## config.mk

```make
export PLATFORM = sky130hd
export DESIGN_NAME = rr_decoder_arbiter
export DESIGN_NICKNAME = d
export VERILOG_FILES = /design/src/rtl/rr_decoder_arbiter.sv
export SDC_FILE = /design/constraint.sdc
export NUM_CORES = 1
export LEC_CHECK = 0
export BUFFER_PORTS_ARGS = -buffer_cell sky130_fd_sc_hd__buf_2
export CELL_PAD_IN_SITES_DETAIL_PLACEMENT = 2
export CELL_PAD_IN_SITES_GLOBAL_PLACEMENT = 2
export CORE_MARGIN = 2
export CORE_UTILIZATION = 31
export DETAILED_ROUTE_END_ITERATION = 8
export HOLD_SLACK_MARGIN = 0.05
export PLACE_DENSITY = 0.69
export SETUP_SLACK_MARGIN = 0.02
export SLEW_MARGIN = 10
export SYNTH_ARGS = -nofsm -noshare
export SYNTH_HDL_FRONTEND = slang
export SYNTH_SLANG_ARGS = --single-unit
```

## constraint.sdc

```tcl
create_clock -name clk -period 1.4 [get_ports clk]
set_input_delay 0.14 -clock clk [delete_from_list [all_inputs] [get_ports clk]]
set_output_delay 0.14 -clock clk [all_outputs]
set_load 0.02 [all_outputs]
```

## src/rtl/rr_decoder_arbiter.sv

```systemverilog
// Four-requester round-robin arbiter driving a 2-to-4 decoder (address1/address0/enable).
// Latency: req at edge N -> enable after edge N; a one-cycle GAP separates grants. No backpressure.
// release_grant: the owner ends its grant ("release" is a reserved word in SystemVerilog).
module rr_decoder_arbiter #(
    parameter int HOLD_MAX = 15,
    parameter int CNT_W    = 4
) (
    input  logic       clk,
    input  logic       reset_n,
    input  logic [3:0] req,
    input  logic       release_grant,
    output logic       address0,
    output logic       address1,
    output logic       enable,
    output logic       busy,
    output logic       timeout
);

    typedef enum logic [1:0] {IDLE, GRANT, GAP} state_t;

    state_t             state, state_nxt;
    logic [1:0]         ptr, ptr_nxt;
    logic [1:0]         addr, addr_nxt;
    logic [CNT_W-1:0]   cnt, cnt_nxt;
    logic               en_nxt, busy_nxt, to_nxt;
    logic               pick_vld;
    logic [1:0]         pick_idx;
    logic               exit_rel, exit_drop, exit_hold, grant_end;

    // Scan from the highest offset down so the lowest offset from ptr wins.
    always_comb begin
        pick_vld = 1'b0;
        pick_idx = ptr;
        for (int k = 3; k >= 0; k--) begin
            if (req[ptr + 2'(k)]) begin
                pick_vld = 1'b1;
                pick_idx = ptr + 2'(k);
            end
        end
    end

    assign exit_rel  = release_grant;
    assign exit_drop = ~req[addr];
    assign exit_hold = (cnt == CNT_W'(HOLD_MAX - 1));
    assign grant_end = (state == GRANT) && (exit_rel || exit_drop || exit_hold);

    always_ff @(posedge clk or negedge reset_n) begin
        if (!reset_n) begin
            state <= IDLE;
        end else begin
            state <= state_nxt;
        end
    end

    always_comb begin
        state_nxt = state;
        case (state)
            IDLE:    if (pick_vld) state_nxt = GRANT;
            GRANT:   if (grant_end) state_nxt = GAP;
            GAP:     state_nxt = IDLE;
            default: state_nxt = IDLE;
        endcase
    end

    // Next values for the registered outputs; address only moves on IDLE->GRANT.
    always_comb begin
        addr_nxt = addr;
        ptr_nxt  = ptr;
        cnt_nxt  = cnt;
        en_nxt   = 1'b0;
        busy_nxt = 1'b0;
        to_nxt   = 1'b0;
        case (state)
            GRANT: begin
                en_nxt   = 1'b1;
                busy_nxt = 1'b1;
                if (cnt != CNT_W'(HOLD_MAX)) cnt_nxt = cnt + 1'b1;
                if (grant_end) begin
                    en_nxt  = 1'b0;
                    ptr_nxt = addr + 2'd1;
                    to_nxt  = exit_hold && !exit_rel && !exit_drop;
                end
            end
            GAP: begin
                en_nxt   = 1'b0;
                busy_nxt = 1'b0;
            end
            default: begin
                if (pick_vld) begin
                    addr_nxt = pick_idx;
                    en_nxt   = 1'b1;
                    busy_nxt = 1'b1;
                    cnt_nxt  = '0;
                end
            end
        endcase
    end

    always_ff @(posedge clk or negedge reset_n) begin
        if (!reset_n) begin
            addr    <= 2'd0;
            ptr     <= 2'd0;
            cnt     <= '0;
            enable  <= 1'b0;
            busy    <= 1'b0;
            timeout <= 1'b0;
        end else begin
            addr    <= addr_nxt;
            ptr     <= ptr_nxt;
            cnt     <= cnt_nxt;
            enable  <= en_nxt;
            busy    <= busy_nxt;
            timeout <= to_nxt;
        end
    end

    assign address0 = addr[0];
    assign address1 = addr[1];

endmodule

```

; ---- Word level (Yosys, flattened, before mapping)
; Cells that the tools add are included.
; Widths: inputs -> output; s select.
[totals]
regBits = 13
latchBits = 0
mem_bits_rw = 0
rom_bits = 0
in_bits = 7
output_inout_bits = 5
n_memories = 0
[op_classes]
addsub = 5
n_mul = 0
div = 0
magnitude_cmp = 5
eq_ne = 7
shifts = 0
n_mux = 30
bitwise = 3
reduce_logical = 13
[ops]
columns = cell, n
row1 = $lt 2x3->1 const B, 5
row2 = $mux 1, 13
row3 = $mux 2, 6
row4 = $bmux 1 s2, 5
row5 = $mux 4, 2
row6 = $pmux 4 s2, 1
row7 = $reduce_and 2->1, 3
row8 = $add 2x1->2 const B, 2
row9 = $add 2x2->2 const B, 2
row10 = $add 4x1->4 const B, 1
row11 = $eq 4x4->1 const B, 1
row12 = $ne 2x2->1 const B, 2
row13 = $ne 4x4->1 const B, 1
row14 = $pmux 1 s2, 2
row15 = $pmux 2 s2, 1
row16 = $logic_and 1x1->1, 3
row17 = $not 1->1, 3
row18 = $reduce_and 3->1, 1
row19 = $eq 2x1->1 const B, 1
row20 = $eq 2x2->1 const B, 1
row21 = $logic_not 2->1, 1
row22 = $logic_or 1x1->1, 2
row23 = $ne 2x1->1 const B, 1
row24 = $reduce_bool 2->1, 1
row25 = 2 further kinds, 2

; ---- Depth between registers and ports, before layout
; Gate-level depths: netlist of run 1.
[depth]
ltp_word = 9
depth_mapped = 6
depth_no_buf = 6

; ---- Worst setup path before layout of run 1
; No wires, ideal clock.
[synth_timing]
kind = reg-to-reg
startpoint = register addr[1]
endpoint = register ptr[1]
arrival_ns = 1.477
required_ns = 1.275
slack_ns = -0.202
path_stages_with_launch = 5
synth_period_minus_slack_ns = 1.602
cell_sequence = dfrtp_1 mux2_2 a22oi_4 o21ai_2 mux2_4
[synth_via]
elab_chain_len = 7
elab_cells_between_ends = 8
[synth_lines]
columns = item, line
row1 = from (decl), 23  ; logic [1:0] addr, addr_nxt;
row2 = from (signal assigned), 108  ; addr <= addr_nxt;
row3 = $bmux 1 s2, 43  ; assign exit_drop = ~req[addr];
row4 = $mux 1 (implied by the code), 43
row5 = $not 1->1, 43
row6 = $logic_or 1x1->1 (2 in a row), 45  ; assign grant_end = (state == GRANT) && (exit_rel || exit_drop || exit_hold);
row7 = $logic_and 1x1->1, 45
row8 = $reduce_and 2->1 (no line), --
row9 = to (signal assigned), 109  ; ptr <= ptr_nxt;
row10 = to (decl), 22  ; logic [1:0] ptr, ptr_nxt;
; Parallel ways exist; a longest one is shown, timed or not. The select of a mux whose other input is x is not followed.
; A chain may end at the register's enable or synchronous reset.

; ---- Worst setup path after layout of run 1
; Same ends and word-level chain as after synthesis.

==> impl_metrics.py, run 1 <==
metrics = {
    "power_and_ir_drop": {
        "power_frac_clock_pct": 9.1,
        "combPwrFrac_pct": 64.5,
        "power_density_nw_per_um2": 2186,
        "p_leak_nw": 0.5462,
        "vdd_drop_max_mv": 1.033,
        "internal_power_mw": 1.522,
        "swShare_pct": 41.32,
        "p_seq_share_pct": 26.4,
        "power.switching_mw": 1.071,
        "total_power_mw": 2.593,
    },
    "floorplan": {
        "dieArea_sq_um": 3010,
        "die_w_um": 54.87,
        "core.rowCount": 18,
        "initial_core_util_pct": 32.67,
        "die_h_um": 54.87,
        "io_pins": 12,
        "core_area_sq_um": 2455,
    },
    "logic_synthesis": {
        "synth_top_cell_by_area": "dfrtp_1",
        "synthesis.nets": 91,
        "synth_top_cell_area_share_pct": 40.56,
        "ys_top_cells_by_area": "dfrtp_1 (41%), ha_1 (7.8%), mux2_2 (4.2%)",
        "synth.cell_area_sq_um": 802.0,
        "yosysUniqueCellTypes": 29,
        "synth.avg_cell_area_sq_um": 10.15,
        "yosysSeqAreaShare_pct": 40.56,
        "ys.warnings.count": 0,
        "synth.ff_latch_count": 13,
        "synthCells": 79,
    },
    "place": {
        "dp.cells": 134,
        "place.gp.congestion": 0.7314,
        "io_buffers": 11,
        "hpwlAfterDp_um": 1956,
    },
    "finish": {
        "mostFrequentLayoutCells": "buf_4 (20), dfrtp_1 (12), buf_2 (11)",
        "layout-drive-gt1-share_pct": 50.86,
        "nets": 129,
        "antennaDiodeCount": 0,
        "final_cells": 146,
        "final_common_cell": "buf_4",
        "synthToLayoutAreaGrowth_pct": 47.89,
        "fin_util_pct": 48.32,
    },
    "setup_path": {
        "crit_arrival_ns": 1.67,
        "path_class": "flip-flop to flip-flop",
        "required_ns": 1.56,
        "startpoint_type": "flip-flop",
        "end_kind": "flip-flop",
        "worstPathMaxFanout": 3,
        "reg2regPathDepth": 4,
    },
    "sta": {
        "timing.final.crit_share_pct": 107.3,
        "fin_setup_tns_ns": -0.3546,
        "worst_pin_slew_ns": 0.3513,
        "slew_violations": 0,
        "hold_viol_final": 0,
        "post-route-min-period_ns": 1.502,
        "clock_skew_ns": 0.001085,
        "hold_ws_ns": 0.2801,
        "slew_headroom_pct": 76.53,
        "fin_ws_ns": -0.1021,
        "rsz0062_at_grt": "true",
        "setup_viol": 4,
        "fmax_ghz": 0.6657,
    },
    "run_status": {
        "violations": "negative setup slack",
        "status": "finished with violations",
    },
    "route": {
        "drt_pass1_iterations": 4,
        "ant_nets": 0,
        "wl_um": 2903,
        "drc": 0,
        "routed_via_density": 5.356,
        "drt_iter0_drc": 4,
        "vias": 782,
        "wl_per_cell_um": 19.88,
    },
    "clocking": {
        "cts_max_path_buffers": 2,
        "tritoncts": "done",
        "clock_latency_ns": 0.27,
        "clockRootBuffer": "clkbuf_4",
        "cts_buffers": 3,
        "clkTransAtPathRegs_ns": 0.08,
        "htreeDepth": 1,
        "clock-sinks": 13,
    },
    "job": {
        "max-cap-violations": 0,
    },
    "global_routing": {
        "grt_max_degree": 14,
        "grt_pass1_wl_um": 4022,
        "track_usage_pct": 19.56,
        "grt_pass1_vias": 836,
        "antenna_found_initial": 0,
        "grt-ovfl-total": 0,
    },
    "worst_hold_path": {
        "hp-class": "input port to async pin",
    },
}
-- final timing paths --
path | from | end | slack [ns]
max | addr[1]$_DFFE_PN0P_ | ptr[1]$_DFFE_PN0P_ | -0.10
min in group clk | release_grant | ptr[0]$_DFFE_PN0P_ | 0.28
max reg2reg | addr[1]$_DFFE_PN0P_ | ptr[1]$_DFFE_PN0P_ | -0.10
min reg2reg | cnt[3]$_DFFE_PN0P_ | cnt[3]$_DFFE_PN0P_ | 0.65
min | reset_n | ptr[1]$_DFFE_PN0P_ | 0.28
max in group asynchronous | reset_n | addr[1]$_DFFE_PN0P_ | 0.86
-- per-layer routing --
metal	wire length, um	track usage, %	vias to the layer above
met5	0	0	-
met2	1455	31.94	14
met1	1297	23.96	392
met3	73	3.279	8
li1	-	-	368
met4	76	11.25	0
-- power groups by stage --
stage	Sequential, mW	Combinational [mW]	Clock (mW)
floorplan	0.726	0.656	0
global placement	0.664	1.21	0
detailed placement	0.674	1.28	0
CTS	0.659	1.43	0.253
global route	0.704	1.82	0.262
finish	0.685	1.67	0.236
-- what timing repair did --
item                                    in CTS  in global routing
pin swaps                                    4                  8
hold endpoints to repair                    13                  0
hold buffers                                 1                  0
gates resized for setup                      8                 16
endpoints found under the setup margin      10                 11
buffers inserted                             3                  4
-- cells by family after synthesis --
kind of cell	after synthesis	share of synthesized area, %
AO/OA/AOI/OAI	25	22.93
XOR/XNOR	1	1.092
AND/OR/NAND/NOR	21	14.67
flip-flops	13	40.56
multiplexers	6	9.204
adder cells (fa/ha/maj)	5	7.800
buffers and inverters	8	3.744
-- worst max-delay path, cell delays in order (launching register included) --
cell	delay, ns
dfrtp_2	0.44
mux2_4	0.33
a22oi_4	0.25
o21ai_4	0.08
mux2_4	0.29
-- Yosys cell counts --
| library cell | instances |
|---|---|
| a21bo_2 | 1 |
| a21o_1 | 1 |
| a21oi_1 | 4 |
| a222oi_1 | 1 |
| a22oi_1 | 1 |
| a22oi_4 | 1 |
| a2bb2oi_1 | 2 |
| a31oi_1 | 1 |
| a32oi_1 | 1 |
| a41oi_1 | 1 |
| and3_1 | 1 |
| dfrtp_1 | 13 |
| ha_1 | 5 |
| inv_1 | 8 |
| mux2_2 | 3 |
| mux2_4 | 2 |
| mux2i_1 | 1 |
| nand2_1 | 6 |
| nand3_1 | 4 |
| nor2_1 | 3 |
| nor2b_1 | 3 |
| nor3_1 | 2 |
| nor3b_1 | 1 |
| nor4_4 | 1 |
| o21ai_0 | 5 |
| o21ai_2 | 1 |
| o21bai_1 | 1 |
| o22ai_1 | 4 |
| xor2_1 | 1 |
-- flip-flops by register name (all words and copies together), names as in the netlist --
register,flops
addr,2
state,2
busy,1
cnt,4
enable,1
timeout,1
ptr,2
-- metrics by stage --
stage                     cell area [sq um]  worst slack (ns)
after detailed placement               1005           -0.1009
final                                  1186           -0.1021
after global routing                   1186           -0.1718
after CTS                              1099          -0.07130
after floorplan                       807.0          -0.09736
after global placement                 1005          -0.05416
-- area by class of cell --
type | count | area, sq um
fillers | 256 | 1269
multi-input cells | 58 | 539.3
flip-flops and latches | 13 | 326.6
repair buffers | 33 | 226.5
well taps | 30 | 37.54
inverters | 8 | 30.03
clock buffers | 4 | 26.28
No activity file was read; power rests on OpenSTA's default activity.
==> run 2: changes to the inputs <==
CORE_UTILIZATION = 34   (was 31)
GPL_TIMING_DRIVEN = 0   (was unset)
PLACE_DENSITY = 0.72   (was 0.69)
clock period = 1.7 ns   (was 1.4 ns; I/O delays follow)
==> impl_metrics.py, run 2 (same netlist as run 1, synthesis figures left out) <==
metrics = {
    "finish": {
        "mostFrequentLayoutCells": "dfrtp_1 (13), buf_2 (11), inv_1 (8)",
        "regMostFlops": "cnt",
        "layout-drive-gt1-share_pct": 25.26,
        "antennaDiodeCount": 0,
        "seq_area_sq_um": 325.3,
        "fillers": 249,
        "synthToLayoutAreaGrowth_pct": 16.07,
        "post-route-cell-area_sq_um": 930.9,
        "multiInputGateArea_sq_um": 449.2,
        "largest_reg_flops": 4,
        "final_common_cell": "dfrtp_1",
        "nets": 108,
        "fin_util_pct": 42.08,
    },
    "sta": {
        "fmax_ghz": 0.6273,
        "rsz0062_at_grt": "false",
        "clock_skew_ns": 0.004712,
        "hold_viol_final": 0,
        "setup_viol": 0,
        "slew_headroom_pct": 67.68,
        "post-route-min-period_ns": 1.594,
        "fin_setup_tns_ns": 0,
        "fin_ws_ns": 0.1059,
        "timing.final.crit_share_pct": 93.77,
        "slew_violations": 0,
        "worst_pin_slew_ns": 0.4812,
    },
    "place": {
        "dp_slack_ns": 0.09048,
        "place.gp.congestion": 0.7266,
        "hpwlAfterDp_um": 1632,
        "io_buffers": 11,
        "place_area_sq_um": 892.1,
    },
    "job": {
        "max-cap-violations": 0,
    },
    "setup_path": {
        "path_cells": "mux2_2 -> a22oi_4 -> o21ai_2 -> mux2_4",
        "rrSetupSlack_ns": 0.11,
        "r2r-start": "addr[1]$_DFFE_PN0P_",
        "path_class": "flip-flop to flip-flop",
        "startpoint_type": "flip-flop",
        "max_stage_delay_ns": 0.46,
        "slowest_stage": "dfrtp_1",
        "reg2regPathDepth": 4,
        "required_ns": 1.87,
        "crit_arrival_ns": 1.76,
        "end_kind": "flip-flop",
        "worstPathMaxFanout": 5,
        "rr_endpoint": "ptr[1]$_DFFE_PN0P_",
    },
    "clocking": {
        "clock-sinks": 13,
        "clock_latency_ns": 0.28,
        "htreeDepth": 1,
        "tritoncts": "done",
        "clockRootBuffer": "clkbuf_4",
        "cts_buffers": 3,
        "cts_max_path_buffers": 2,
        "clkTransAtPathRegs_ns": 0.09,
    },
    "route": {
        "dr_wl_met2_um": 1071,
        "wl_met3_um": 54,
        "drc": 0,
        "routed_via_density": 5.520,
        "vias": 679,
        "ant_nets": 0,
        "wl_um": 2121,
        "wl_per_cell_um": 17.24,
        "drt_pass1_iterations": 4,
        "drt_iter0_drc": 5,
        "drt-met1-wl_um": 978,
        "top_layer": "met4",
    },
    "floorplan": {
        "core_area_sq_um": 2212,
        "die_h_um": 52.57,
        "initial_core_util_pct": 36.26,
        "core.rowCount": 17,
        "io_pins": 12,
        "dieArea_sq_um": 2764,
        "die_w_um": 52.57,
    },
    "worst_hold_path": {
        "holdPathEnd": "ptr[0]$_DFFE_PN0P_",
        "hold_depth": 4,
        "min_from": "release_grant",
        "hp-class": "input port to flip-flop",
    },
    "global_routing": {
        "track_usage_pct": 18.27,
        "grt_pass1_vias": 708,
        "antenna_found_initial": 0,
        "grt_pass1_wl_um": 3601,
        "grt_max_degree": 14,
        "grt-ovfl-total": 0,
    },
    "power_and_ir_drop": {
        "vdd_drop_max_mv": 0.7641,
        "power_density_nw_per_um2": 1652,
        "p_leak_nw": 0.4385,
        "total_power_mw": 1.538,
    },
    "run_status": {
        "status": "finished clean",
    },
}
==> run 2: cell count changes in the layout (fill, tap and decap cells not counted), sizes merged <==
cell / before / now
buf: 32 / 11
==> run 2: metrics by stage <==
stage / hold WS (ns) / std cells
after global routing: 0.2794 / 123
after CTS: 0.2681 / 123
final: 0.2730 / 123
after detailed placement: 0.07730 / 118
after floorplan: -0.1256 / 79
after global placement: 0.07324 / 118
==> run 2: worst max-delay path by stage <==
| stage | startpoint | end | slack, ns | depth (start not counted) |
|---|---|---|---|---|
| after global routing | addr[1]$_DFFE_PN0P_ | ptr[1]$_DFFE_PN0P_ | 0.03 | 4 |
| after floorplan | addr[1]$_DFFE_PN0P_ | ptr[1]$_DFFE_PN0P_ | 0.1 | 4 |
| after CTS | addr[1]$_DFFE_PN0P_ | ptr[1]$_DFFE_PN0P_ | 0.08 | 4 |
| final | addr[1]$_DFFE_PN0P_ | ptr[1]$_DFFE_PN0P_ | 0.11 | 4 |
| after detailed placement | addr[1]$_DFFE_PN0P_ | ptr[1]$_DFFE_PN0P_ | 0.09 | 4 |
| after global placement | addr[1]$_DFFE_PN0P_ | ptr[1]$_DFFE_PN0P_ | 0.14 | 4 |
==> run 2: worst max-delay path, delay by kind of cell (launching register included) <==
| family | cells | cell delay, ns |
|---|---|---|
| mux | 2 | 0.69 |
| flops | 1 | 0.46 |
| compound gates | 2 | 0.33 |
==> run 2: metal layers <==
metal | GRT usage [%] | vias up
met2 | 30.21 | 11
met1 | 24.16 | 343
li1 | - | 323
met3 | 3.429 | 2
met5 | 0 | -
met4 | 5.128 | 0
==> run 2: final cells by class <==
type / instances / area share, %
Multi-Input combinational cell: 58 / 48.25
Sequential cell: 13 / 34.95
Timing Repair Buffer: 12 / 6.989
Tap cell: 28 / 3.763
Inverter: 8 / 3.226
Clock buffer: 4 / 2.823
==> run 2: repair_timing <==
item	in CTS	in global routing
endpoints found under the hold margin	13	0
resized for setup	0	1
setup buffers	0	0
setup endpoints to repair	0	3
hold buffers	1	0
==> run 2: report_power, final <==
part	switching [mW]	internal [mW]
Clock	0.111	0.0911
Combinational	0.419	0.364
Sequential	0.122	0.431
Total	0.652	0.886
==> run 3: changes to the inputs <==
ABC_AREA = 1   (was unset)
CORE_UTILIZATION = 31   (was 34)
PLACE_DENSITY = 0.73   (was 0.72)
==> impl_metrics.py, run 3 <==
metrics = {
    "logic_synthesis": {
        "synth.ff_latch_count": 13,
        "synthCells": 134,
        "synthesis.nets": 146,
        "ys_top_cells_by_area": "dfrtp_1 (35%), nand2_1 (21%), nand3_1 (7.4%)",
        "async_reset_ff_share_pct": 100.0,
        "synth.avg_cell_area_sq_um": 7.031,
        "synth_top_cell_by_area": "dfrtp_1",
        "synth_commonest_cells": "nand2_1 (53), inv_1 (14), nand3_1 (14)",
        "synth_edf_count": 0,
        "synth.cell_area_sq_um": 942.2,
        "synth-main-ff-cell": "dfrtp_1",
        "ys.warnings.count": 0,
        "synth.most_common_cell": "nand2_1",
        "yosysSeqAreaShare_pct": 34.53,
        "synth_top_cell_area_share_pct": 34.53,
        "yosysUniqueCellTypes": 22,
    },
    "clocking": {
        "clkTransAtPathRegs_ns": 0.09,
        "cts_buffers": 3,
        "tritoncts": "done",
        "clockRootBuffer": "clkbuf_4",
        "cts_setup_buffers": 0,
        "clock-sinks": 13,
        "clock_latency_ns": 0.28,
        "cts_max_path_buffers": 2,
        "htreeDepth": 1,
    },
    "worst_hold_path": {
        "holdPathEnd": "timeout$_DFF_PN0_",
        "hp-class": "input port to flip-flop",
        "min_from": "release_grant",
        "hold_depth": 4,
    },
    "route": {
        "wl_per_cell_um": 14.58,
        "ant_nets": 0,
        "drt_iter0_drc": 28,
        "vias": 913,
        "wl_um": 2668,
        "drt_pass1_iterations": 4,
        "routed_via_density": 4.989,
        "drc": 0,
    },
    "sta": {
        "setup_viol": 0,
        "hold_viol_final": 0,
        "slew_headroom_pct": 76.71,
        "slew_violations": 0,
        "worst_pin_slew_ns": 0.3494,
        "post-route-min-period_ns": 1.546,
        "rsz0062_at_grt": "false",
        "clock_skew_ns": 0.006266,
        "timing.final.crit_share_pct": 90.95,
        "fin_setup_tns_ns": 0,
        "fmax_ghz": 0.6467,
        "hold_ws_ns": 0.1743,
        "fin_ws_ns": 0.1538,
    },
    "global_routing": {
        "grt_pass1_wl_um": 4685,
        "antenna_found_initial": 0,
        "track_usage_pct": 18.12,
        "grt_max_degree": 14,
        "grt-ovfl-total": 0,
        "grt_pass1_vias": 1021,
    },
    "setup_path": {
        "path_common_cell": "nand2_1",
        "cp_num_cells": 9,
        "slowest_stage": "dfrtp_2",
        "cp_top_family": "simple AND/OR/NAND/NOR gates",
        "end_kind": "flip-flop",
        "rrSetupSlack_ns": 0.15,
        "max_stage_delay_ns": 0.46,
        "path_class": "flip-flop to flip-flop",
        "rr_endpoint": "busy$_DFF_PN0_",
        "path_cells": "buf_6 -> nand2_1 -> nand2_1 -> nand2_2 -> nand3_2 -> nor2_4 -> nor2_2 -> inv_2 -> o21ai_1",
        "cp_num_buf_inv": 2,
        "crit_arrival_ns": 1.70,
        "reg2regPathDepth": 9,
        "startpoint_type": "flip-flop",
        "r2r-start": "ptr[0]$_DFFE_PN0P_",
        "worstPathMaxFanout": 10,
        "required_ns": 1.85,
    },
    "finish": {
        "mostFrequentLayoutCells": "nand2_1 (52), inv_1 (14), nand3_1 (14)",
        "final_common_cell": "nand2_1",
        "seq_area_sq_um": 327.8,
        "largest_reg_flops": 4,
        "antennaDiodeCount": 0,
        "multiInputGateArea_sq_um": 555.5,
        "nets": 163,
        "layout-drive-gt1-share_pct": 21.33,
        "synthToLayoutAreaGrowth_pct": 15.40,
        "fillers": 371,
        "regMostFlops": "cnt",
    },
    "power_and_ir_drop": {
        "total_power_mw": 2.140,
        "power_density_nw_per_um2": 1968,
        "p_leak_nw": 0.5904,
        "vdd_drop_max_mv": 0.7554,
    },
    "floorplan": {
        "die_w_um": 59.13,
        "core.rowCount": 20,
        "core_area_sq_um": 2978,
        "io_pins": 12,
        "initial_core_util_pct": 31.64,
        "dieArea_sq_um": 3496,
        "die_h_um": 59.13,
    },
    "job": {
        "max-cap-violations": 0,
    },
    "run_status": {
        "status": "finished clean",
    },
    "place": {
        "place.gp.congestion": 0.8906,
        "io_buffers": 11,
        "dp_slack_ns": 0.1254,
        "hpwlAfterDp_um": 2156,
    },
}
==> run 3: cell count changes in the layout (fill, tap and decap cells not counted), sizes merged, moves of 4 or more <==
cell | before | now
inv | 8 | 16
nand3 | 4 | 15
mux2 | 5 | 0
o22ai | 4 | 0
nor2 | 3 | 7
nand2 | 6 | 59
==> run 3: routing by layer <==
metal  vias up  GRT usage, %  wire (um)  share of wire (%)
met2         4         34.29       1544                 58
li1        456             -          -                  -
met4         0         6.818         24               0.90
met1       451         20.60       1068                 40
met5         -             0          0                  0
met3         2         1.965         30                1.1
==> run 3: how the worst max path moves through the flow <==
| stage | to | start |
|---|---|---|
| floorplan | cnt[2]$_DFFE_PN0P_ | cnt[0]$_DFFE_PN0P_ |
| global placement | cnt[1]$_DFFE_PN0P_ | state[0]$_DFFE_PN0P_ |
| detailed placement | addr[0]$_DFFE_PN0P_ | ptr[0]$_DFFE_PN0P_ |
| CTS | busy$_DFF_PN0_ | ptr[0]$_DFFE_PN0P_ |
| global route | busy$_DFF_PN0_ | ptr[0]$_DFFE_PN0P_ |
| finish | busy$_DFF_PN0_ | ptr[0]$_DFFE_PN0P_ |
==> run 3: final cells by class <==
type,instances,share of cell area (%)
repair buffers,12,5.984
multi-input cells,104,51.09
clock buffers,4,2.417
inverters,16,5.524
flip-flops and latches,13,30.15
well taps,33,3.797
plain buffers,1,1.036
==> run 3: worst min-delay path: stages <==
cell,delay [ns]
buf_2,0.07
inv_1,0.06
nand3_1,0.08
nor2_1,0.04
==> run 3: cells by family after synthesis <==
family          count (synthesis)  synth area share [%]
compound gates                 12                 7.437
buf+inv                        17                 7.570
simple gates                   84                 41.03
xor+xnor                        3                 2.789
fa+ha+maj                       5                 6.640
flops                          13                 34.53
==> run 3: repair_timing <==
action | in CTS | in global routing
hold buffers | 1 | 0
gates resized for setup | 0 | 6
endpoints found under the hold margin | 13 | 0
setup endpoints to repair | 0 | 9
==> run 3: per-stage QoR <==
step,cell area [sq um],instances,utilization (%)
after global routing,1087,183,36.51
after detailed placement,1039,178,34.87
final,1087,183,36.51
after global placement,1039,178,34.87
after floorplan,942.2,134,-
after CTS,1075,183,36.09
==> run 3: power breakdown <==
group | internal (mW) | leakage [nW] | total [mW] | switching [mW]
sequential | 0.440 | 0.163 | 0.583 | 0.142
combinational | 0.465 | 0.412 | 1.36 | 0.891
clock | 0.0910 | 0.0150 | 0.201 | 0.110
